**src/rtl/timer_pkg.sv**
```systemverilog
// ---------------------------------------------------------------------------
// timer_pkg
// Constants and types shared by timer_cmd_serializer and advanced_timer_simple.
//   PATTERN         : start pattern the timer searches for (sent MSB first)
//   DELAY_W         : width of the delay field the timer reads after PATTERN
//   CYCLES_PER_UNIT : timer clock cycles per delay unit
//   state_e         : command serializer FSM states
// ---------------------------------------------------------------------------
package timer_pkg;

  localparam logic [3:0] PATTERN         = 4'b1101;
  localparam int         DELAY_W         = 4;
  localparam int         CYCLES_PER_UNIT = 1000;
  localparam int         FRAME_W         = 4 + DELAY_W;

  typedef enum logic [2:0] {
    IDLE       = 3'd0,
    SHIFT      = 3'd1,
    WAIT_START = 3'd2,
    WAIT_DONE  = 3'd3,
    ACK        = 3'd4,
    GAP        = 3'd5
  } state_e;

endpackage

```
**src/rtl/timer_cmd_serializer_if.sv**
```systemverilog
// ---------------------------------------------------------------------------
// timer_cmd_serializer_if
// Host command handshake.
//   cmd_valid : host presents a command
//   cmd_delay : delay value, sampled on the accepting edge only
//   cmd_ready : serializer can accept (high only while idle)
// master = host side, slave = serializer side.
// ---------------------------------------------------------------------------
interface timer_cmd_serializer_if;
  import timer_pkg::*;

  logic               cmd_valid;
  logic [DELAY_W-1:0] cmd_delay;
  logic               cmd_ready;

  modport master (output cmd_valid, output cmd_delay, input cmd_ready);
  modport slave  (input cmd_valid, input cmd_delay, output cmd_ready);

endinterface

```
**src/rtl/timer_cmd_serializer_piso_shift.sv**
```systemverilog
// ---------------------------------------------------------------------------
// piso_shift
// Parallel-load, serial-out, MSB-first shift register with a bit counter.
//   clk, reset : clock, synchronous active-high reset
//   load       : capture pdata, clear the bit counter
//   shift      : advance one bit (zeros enter at the LSB)
//   pdata      : parallel word
//   sout       : current serial bit (a flop output)
//   last       : the bit on sout is the final bit of the word
// Zeros are shifted in, so sout falls back to 0 once the word has gone out.
// ---------------------------------------------------------------------------
module piso_shift #(
  parameter int W = 8
) (
  input  logic         clk,
  input  logic         reset,
  input  logic         load,
  input  logic         shift,
  input  logic [W-1:0] pdata,
  output logic         sout,
  output logic         last
);

  localparam int CW = $clog2(W);

  logic [W-1:0]  sr_q, sr_d;
  logic [CW-1:0] cnt_q, cnt_d;

  // next-state for the shift register and bit counter
  always_comb begin
    sr_d  = sr_q;
    cnt_d = cnt_q;
    if (load) begin
      sr_d  = pdata;
      cnt_d = '0;
    end else if (shift) begin
      sr_d  = {sr_q[W-2:0], 1'b0};
      cnt_d = cnt_q + CW'(1);
    end else begin
      sr_d  = sr_q;
      cnt_d = cnt_q;
    end
  end

  // state registers
  always_ff @(posedge clk) begin
    if (reset) begin
      sr_q  <= '0;
      cnt_q <= '0;
    end else begin
      sr_q  <= sr_d;
      cnt_q <= cnt_d;
    end
  end

  assign sout = sr_q[W-1];
  assign last = (cnt_q == CW'(W - 1));

endmodule

```
**src/rtl/timer_cmd_serializer.sv**
```systemverilog
// ---------------------------------------------------------------------------
// timer_cmd_serializer
// Accepts a delay command, streams {PATTERN, delay} MSB first onto the
// timer data input, waits for counting/done, acknowledges, then enforces an
// idle gap before the next command.
//   clk, reset  : clock, synchronous active-high reset
//   cmd_if      : host handshake (slave modport)
//   data        : serial stream to the timer (registered, 0 outside SHIFT)
//   ack         : acknowledge to the timer (registered, only in ACK)
//   counting    : timer counting status
//   done        : timer done status
//   busy        : high in every state except IDLE
//   cmd_done    : one-cycle pulse on normal completion
//   err_timeout : one-cycle pulse when counting did not start in time
// ---------------------------------------------------------------------------
module timer_cmd_serializer #(
  parameter logic [3:0] PATTERN       = timer_pkg::PATTERN,
  parameter int         START_TIMEOUT = 4,
  parameter int         GAP_CYCLES    = 2
) (
  input  logic                    clk,
  input  logic                    reset,
  timer_cmd_serializer_if.slave   cmd_if,
  output logic                    data,
  output logic                    ack,
  input  logic                    counting,
  input  logic                    done,
  output logic                    busy,
  output logic                    cmd_done,
  output logic                    err_timeout
);
  import timer_pkg::*;

  localparam int TW = $clog2(START_TIMEOUT) + 1;
  localparam int GW = $clog2(GAP_CYCLES) + 1;

  state_e        state_q, state_d;
  logic [TW-1:0] tmo_q, tmo_d;
  logic [GW-1:0] gap_q, gap_d;
  logic          ack_q, ack_d;
  logic          cmd_done_q, cmd_done_d;
  logic          err_q, err_d;
  logic          ready_s, accept_s, shift_s, sout_s, last_s;

  assign ready_s  = (state_q == IDLE);
  assign accept_s = cmd_if.cmd_valid & ready_s;
  assign shift_s  = (state_q == SHIFT);

  piso_shift #(.W(FRAME_W)) u_piso (
    .clk   (clk),
    .reset (reset),
    .load  (accept_s),
    .shift (shift_s),
    .pdata ({PATTERN, cmd_if.cmd_delay}),
    .sout  (sout_s),
    .last  (last_s)
  );

  // FSM next-state, counters and registered-output next values
  always_comb begin
    state_d    = state_q;
    tmo_d      = '0;
    gap_d      = '0;
    ack_d      = 1'b0;
    cmd_done_d = 1'b0;
    err_d      = 1'b0;
    case (state_q)
      IDLE: begin
        if (accept_s) state_d = SHIFT;
        else          state_d = IDLE;
      end
      SHIFT: begin
        if (last_s) state_d = WAIT_START;
        else        state_d = SHIFT;
      end
      WAIT_START: begin
        // counting has priority over both error causes in the same cycle;
        // counting may rise in any of the first START_TIMEOUT cycles here
        if (counting) begin
          state_d = WAIT_DONE;
        end else if (done || (tmo_q >= TW'(START_TIMEOUT - 1))) begin
          err_d   = 1'b1;
          state_d = GAP;
        end else begin
          tmo_d   = (tmo_q >= TW'(START_TIMEOUT)) ? tmo_q : (tmo_q + TW'(1));
          state_d = WAIT_START;
        end
      end
      WAIT_DONE: begin
        if (done) begin
          ack_d   = 1'b1;
          state_d = ACK;
        end else begin
          state_d = WAIT_DONE;
        end
      end
      ACK: begin
        if (done) begin
          ack_d   = 1'b1;
          state_d = ACK;
        end else begin
          cmd_done_d = 1'b1;
          state_d    = GAP;
        end
      end
      GAP: begin
        if (gap_q >= GW'(GAP_CYCLES - 1)) begin
          state_d = IDLE;
        end else begin
          gap_d   = (gap_q >= GW'(GAP_CYCLES)) ? gap_q : (gap_q + GW'(1));
          state_d = GAP;
        end
      end
      default: begin
        state_d = IDLE;
      end
    endcase
  end

  // FSM state, counters and registered outputs
  always_ff @(posedge clk) begin
    if (reset) begin
      state_q    <= IDLE;
      tmo_q      <= '0;
      gap_q      <= '0;
      ack_q      <= 1'b0;
      cmd_done_q <= 1'b0;
      err_q      <= 1'b0;
    end else begin
      state_q    <= state_d;
      tmo_q      <= tmo_d;
      gap_q      <= gap_d;
      ack_q      <= ack_d;
      cmd_done_q <= cmd_done_d;
      err_q      <= err_d;
    end
  end

  assign cmd_if.cmd_ready = ready_s;
  assign data             = sout_s;
  assign ack              = ack_q;
  assign busy             = ~ready_s;
  assign cmd_done         = cmd_done_q;
  assign err_timeout      = err_q;

endmodule

```
**src/flat_wrapper.sv**
```systemverilog
// flat-port wrapper written by rule: the top's interface ports become plain ports
module timer_cmd_serializer_flat import timer_pkg::*;
#(
  parameter logic [3:0] PATTERN       = timer_pkg::PATTERN,
  parameter int         START_TIMEOUT = 4,
  parameter int         GAP_CYCLES    = 2
)
  (clk, reset, data, ack, counting, done, busy, cmd_done, err_timeout, cmd_if_cmd_valid, cmd_if_cmd_delay, cmd_if_cmd_ready);
  timer_cmd_serializer_if cmd_if_i ();
  input  logic clk;
  input  logic reset;
  output logic data;
  output logic ack;
  input  logic counting;
  input  logic done;
  output logic busy;
  output logic cmd_done;
  output logic err_timeout;
  input wire logic [$bits(cmd_if_i.cmd_valid)-1:0] cmd_if_cmd_valid;
  input wire logic [$bits(cmd_if_i.cmd_delay)-1:0] cmd_if_cmd_delay;
  output wire logic [$bits(cmd_if_i.cmd_ready)-1:0] cmd_if_cmd_ready;
  assign cmd_if_i.cmd_valid = cmd_if_cmd_valid;
  assign cmd_if_i.cmd_delay = cmd_if_cmd_delay;
  assign cmd_if_cmd_ready = cmd_if_i.cmd_ready;
  timer_cmd_serializer #(.PATTERN(PATTERN), .START_TIMEOUT(START_TIMEOUT), .GAP_CYCLES(GAP_CYCLES)) u_core (.clk(clk), .reset(reset), .cmd_if(cmd_if_i), .data(data), .ack(ack), .counting(counting), .done(done), .busy(busy), .cmd_done(cmd_done), .err_timeout(err_timeout));
endmodule
```
**config.mk**
```make
export PLATFORM = sky130hd
export DESIGN_NAME = timer_cmd_serializer_flat
export DESIGN_NICKNAME = d
export VERILOG_FILES = /design/src/rtl/timer_pkg.sv /design/src/rtl/timer_cmd_serializer_if.sv /design/src/rtl/timer_cmd_serializer_piso_shift.sv /design/src/rtl/timer_cmd_serializer.sv /design/src/flat_wrapper.sv
export SDC_FILE = /design/constraint.sdc
export NUM_CORES = 1
export LEC_CHECK = 0
export CAP_MARGIN = 20
export CORE_UTILIZATION = 52
export DETAILED_ROUTE_END_ITERATION = 8
export GPL_TIMING_DRIVEN = 0
export MAX_ROUTING_LAYER = met4
export PLACE_DENSITY = 0.76
export SKIP_CTS_REPAIR_TIMING = 1
export SYNTH_ARGS = -nofsm -noshare
export SYNTH_HDL_FRONTEND = slang
export SYNTH_SLANG_ARGS = --single-unit
```
**constraint.sdc**
```tcl
create_clock -name clk -period 1.76 [get_ports clk]
set_clock_uncertainty 0.1 [all_clocks]
set_input_delay 0.44 -clock clk [delete_from_list [all_inputs] [get_ports clk]]
set_output_delay 0.44 -clock clk [all_outputs]
set_load 0.005 [all_outputs]
```
# Word-level counts from Yosys, hierarchy flattened

Index checks and enable logic that the tools add are counted.

Register bits after elaboration: 22
Input bits: 9
Output and inout port bits: 6
Logic and storage cells: 51

Add/subtract/negate cells: 3
Order comparisons: 4
Eq/ne operators: 6
Mux-type cells: 13
Bitwise logic cells: 6
Reductions and logical operators: 10

Operator list:

| operator                                             | number |
|---|---|
| case mux 3 bit (6 select lines)                      | 1 |
| 2-to-1 mux 8 bit                                     | 2 |
| 2-to-1 mux 3 bit                                     | 4 |
| equality test 3 bit (second input constant)          | 3 |
| OR reduction 2 bit                                   | 4 |
| adder 3 x 1 -> 3 bit (second input constant)         | 2 |
| equality test 3 x 2 -> 1 bit (second input constant) | 2 |
| OR reduction 3 bit                                   | 2 |
| 2-to-1 mux 1 bit                                     | 5 |
| inverter 1 bit                                       | 5 |
| OR reduction 4 bit                                   | 1 |
| equality test 3 x 1 -> 1 bit (second input constant) | 1 |
| >= comparator 3 x 2 -> 1 bit (second input constant) | 1 |
| >= comparator 3 bit (second input constant)          | 1 |
| zero test 3 bit                                      | 1 |
| adder 2 x 1 -> 2 bit (second input constant)         | 1 |
| >= comparator 2 x 1 -> 1 bit (second input constant) | 1 |
| >= comparator 2 bit (second input constant)          | 1 |
| 2-to-1 mux 2 bit                                     | 1 |
| nonzero test 2 bit                                   | 1 |
| AND 1 bit                                            | 1 |
| logical OR 1 bit                                     | 1 |

# Depth between registers and ports, before layout

Depth after elaboration: 5
Gate-level depth with buffers: 5
Depth with buffers taken out: 5

# By module

From an unflattened synthesis, not the netlist that was laid out.

Cell total of the unflattened synthesis: 117
Area total of the unflattened synthesis: 1132.3 µm²

Modules (own cells, without submodules):

| module               | times used | cells an instance | area each (µm²) | sequential area each (µm²) |
|---|---|---|---|---|
| timer_cmd_serializer | 1          | 70                | 635.6           | 220.2 |
| piso_shift           | 1          | 47                | 496.7           | 220.2 |

# Least setup slack after synthesis

OpenSTA, ideal clock, no wires.

Kind: register to register
Start point: reg u_core.tmo_q[0]
End point: reg u_core.state_q[0]
Library setup time: 0.128 ns
Arrival: 1.382 ns
Data required time: 1.532 ns
Path slack: 0.150 ns
Cell stages (with the launch flop): 6
Path buffers: 0
Clock period less this slack: 1.610 ns
Path through: dfxtp_1 > ha_1 > ha_1 > a2111oi_2 > a211o_1 > o211ai_1

Word-level cells in the longest chain between the ends: 5

Ends and longest elaborated chain:

| element                         | line                        | text |
|---|---|---|
| start: declaration              | timer_cmd_serializer.sv:38  | `logic [TW-1:0] tmo_q, tmo_d;` |
| start signal: assignment        | timer_cmd_serializer.sv:131 | `tmo_q <= tmo_d;` |
| >= comparator 3 x 2 -> 1 bit    | timer_cmd_serializer.sv:81  | `end else if (done \|\| (tmo_q >= TW'(START_TIMEOUT - 1))) begin` |
| logical OR 1 bit                | timer_cmd_serializer.sv:81  |  |
| 2-to-1 mux 3 bit                | timer_cmd_serializer.sv:81  |  |
| 2-to-1 mux 3 bit                | timer_cmd_serializer.sv:79  | `if (counting) begin` |
| case mux 3 bit (6 select lines) | timer_cmd_serializer.sv:67  | `case (state_q)` |
| end signal: assignment          | timer_cmd_serializer.sv:130 | `state_q <= state_d;` |
| end: declaration                | timer_cmd_serializer.sv:37  | `state_e state_q, state_d;` |

Every way passes these cells.
A chain may end at the register's enable or synchronous reset.

# Worst setup path after layout

Start point: reg u_core.state_q[1]
End point: out cmd_if_cmd_ready

Word-level cells in the longest chain between the ends: 1

Ends and longest elaborated chain:

| element          | line                       | text |
|---|---|---|
| zero test 3 bit  | timer_cmd_serializer.sv:45 | `assign ready_s = (state_q == IDLE);` |
| end: declaration | flat_wrapper.sv:21         | `output wire logic [$bits(cmd_if_i.cmd_ready)-1:0] cmd_if_cmd_ready;` |

Every way passes these cells.

==> results.toml <==
[sta]
hold_viol_final = 0
holdWs_ns = 0.4035
setup_tns_ns = -0.2337
worst_pin_slew_ns = 0.5756
grt_setup_unrepaired = "yes"
fmax_mhz = 529.4
period_share = 1.073
fin_crit_ns = 1.889
setup_ws_ns = -0.1288
setup_viol = 2
slew_headroom = 0.6153
maxSlewViolCount = 0

[detailed_routing]
drc = 0
drtPass1Iterations = 5
dr.max_layer_used = "met4"
drt_iter0_drc = 11
wl_mm = 2.497
viasPerCell = 5.669
dr_wl_met2_mm = 1.227
wl_met1_mm = 1.113
ant_nets = 0
via_count = 958
wl_per_cell_microns = 14.78
wl_met3_microns = 135

[final_layout]
post-route-util = 0.7194
drive_gt1_frac = 0.2183
area_growth_pct = 29.21
antennaDiodeCount = 0
fill_cells = 162
final_cells = 169
num-nets-final = 159
fin_area_sq_um = 1411

[placed_design]
portBuffers = 13
post-dp-hpwl_mm = 1.584
gp_congestion = 0.7783
preCtsSetupSlack_ns = -0.3113
numPlacedInstances = 155
dpl_cell_area_sq_um = 1256

[synth]
synth-seq-cells = 22
synth.distinct_cells = 36
ys_warn_count = 0
ys_top_cells_by_area = "dfxtp_1 (40%), mux2i_1 (9.2%), ha_1 (8.0%)"
syn-cell-area_sq_um = 1092
synth_edf_count = 0
synth_top_cell_area_share = 0.4032
ys.flop_type = "dfxtp_1"
async_reset_ff_frac = 0
syn_nets = 131
synth_largest_area_cell = "dfxtp_1"
synth.yosys.seq_area_share = 0.4032
postSynthAreaPerCell_sq_um = 9.498
synthCells = 115

[power]
p_clk_frac = 0.160
seqPwrFrac = 0.383
p_sw_frac = 0.3373
power.total_mw = 1.795
leakagePower_nw = 0.5561
max-vdd-ir-drop_mv = 0.6426
internal_power_mw = 1.189
power_density_nw_per_um2 = 1272
p_switching_mw = 0.6054
pwr-share-comb = 0.457

[global_route]
grt_pass1_vias = 794
grt_max_degree = 13
grt_usage = 0.2165
overflow = 0
grt_pass1_wl_mm = 3.346
antenna_found_initial = 0

[worst_setup_path]
cp_cell_sequence = "buf_6 -> or3_4 -> inv_2 -> clkbuf_2"
path_class = "reg -> out"
crit_path_max_incr_delay_ns = 0.38
start_kind = "register"
required_ns = 1.22
end_kind = "output pin"
slowest_stage = "dfxtp_4"
reg2reg_depth = 5
critPathArrivalTime_ns = 1.35
path_max_fanout = 7

[floorplan]
die-height_microns = 47.83
die_x_microns = 47.83
ios = 15
num_rows = 16
start_util = 0.5568
core_sq_um = 1962
die_area_sq_um = 2288

[clock_network]
ctsHtreeMaxLevel = 1
cts_buffers = 3
path_clk_slew_ns = 0.13
cts_max_path_buffers = 2
cts_sinks = 22
cts_tree = "done"
ctsRootBufferMaster = "clkbuf_4"
clk_latency_ns = 0.31

[flow_run]
maxCapViolCount = 0

[min_path]
holdPathStages = 2
min_path_type = "reg -> reg"

[outcome]
violations = "negative setup slack"
outcome = "complete, but fails checks"
kinds of logic after synthesis:
logic type / synth area share
multiplexers: 0.09164
XOR/XNOR: 0.02406
AND/OR/NAND/NOR: 0.2108
flip-flops: 0.4032
buffers and inverters: 0.05613
AO/OA/AOI/OAI: 0.1340
adder cells (fa/ha/maj): 0.08018
metal layers:
layer | vias to the layer above | global-route usage
met1 | 462 | 0.2778
met4 | 0 | 0.08333
li1 | 465 | -
met3 | 3 | 0.04528
met2 | 28 | 0.3324
met5 | - | -
flip-flops by register name (all words and copies together), names as in the netlist:
| name | cells |
|---|---|
| u_core.u_piso.sr_q | 8 |
| u_core.state_q | 3 |
| u_core.tmo_q | 3 |
| u_core.u_piso.cnt_q | 3 |
| u_core.gap_q | 2 |
| u_core.ack | 1 |
| u_core.cmd_done | 1 |
| u_core.err_timeout | 1 |
cell usage in the layout (no fill, tap or decap), drive strengths merged:
cell type | netlist | final
a31oi | 2 | 2
a211o | 1 | 1
nand3b | 1 | 1
nand2b | 6 | 6
nor4bb | 1 | 1
xnor2 | 2 | 2
or4b | 1 | 1
nor4 | 2 | 2
nand4b | 1 | 1
clkdlybuf4s50 | 0 | 11
or3 | 3 | 3
o21bai | 1 | 1
a311o | 1 | 1
or3b | 1 | 1
dfxtp | 22 | 22
buf | 2 | 15
a21oi | 8 | 8
o211ai | 1 | 1
nor2 | 8 | 8
a21o | 2 | 2
o21a | 1 | 1
nand3 | 1 | 1
nor3b | 2 | 2
a2111oi | 1 | 1
ha | 7 | 7
inv | 8 | 8
nor2b | 1 | 1
a211oi | 3 | 3
xor2 | 1 | 1
mux2i | 10 | 10
clkbuf | 5 | 8
nand2 | 3 | 3
nor4b | 2 | 2
nor3 | 4 | 4
power groups by stage:
stage,sequential [mW],combinational (mW),clock [mW]
floorplan,0.664,0.464,0
global placement,0.676,0.640,0
detailed placement,0.682,0.652,0
CTS,0.671,0.660,0.287
global route,0.703,0.877,0.306
finish,0.688,0.820,0.287
final timing paths:
path	start	to	slack [ns]
worst min register to register	u_core.u_piso.sr_q[0]	u_core.u_piso.sr_q[0]	0.40
worst min-delay path	u_core.u_piso.sr_q[0]	u_core.u_piso.sr_q[0]	0.40
worst max register to register	u_core.tmo_q[0]	u_core.tmo_q[2]	0.08
worst max-delay path	u_core.state_q[1]	cmd_if_cmd_ready	-0.13
cell usage after synthesis, drive strengths merged, types with 2 or more instances:
cell	count
nor4b	2
a31oi	2
mux2i	10
ha	7
nor3	4
nand2	3
nand2b	6
nor2	8
inv	8
nor4	2
a21o	2
xnor2	2
nor3b	2
dfxtp	22
a21oi	8
a211oi	3
buf	2
or3	3
clkbuf	5
critical path, delay by kind of cell (launching register included):
kind / cells / cell delay, ns
buffers and inverters: 3 / 0.28
AND/OR/NAND/NOR: 1 / 0.38
flip-flops: 1 / 0.38
layout make-up:
class / count / area [sq um] / area share
well taps: 27 / 33.78 / 0.02394
flip-flops and latches: 22 / 452.9 / 0.3209
repair buffers: 23 / 195.2 / 0.1383
plain buffers: 7 / 50.05 / 0.03546
inverters: 8 / 30.03 / 0.02128
multi-input cells: 78 / 613.1 / 0.4344
clock buffers: 4 / 36.28 / 0.02571
(Power assumes the default switching activity.)
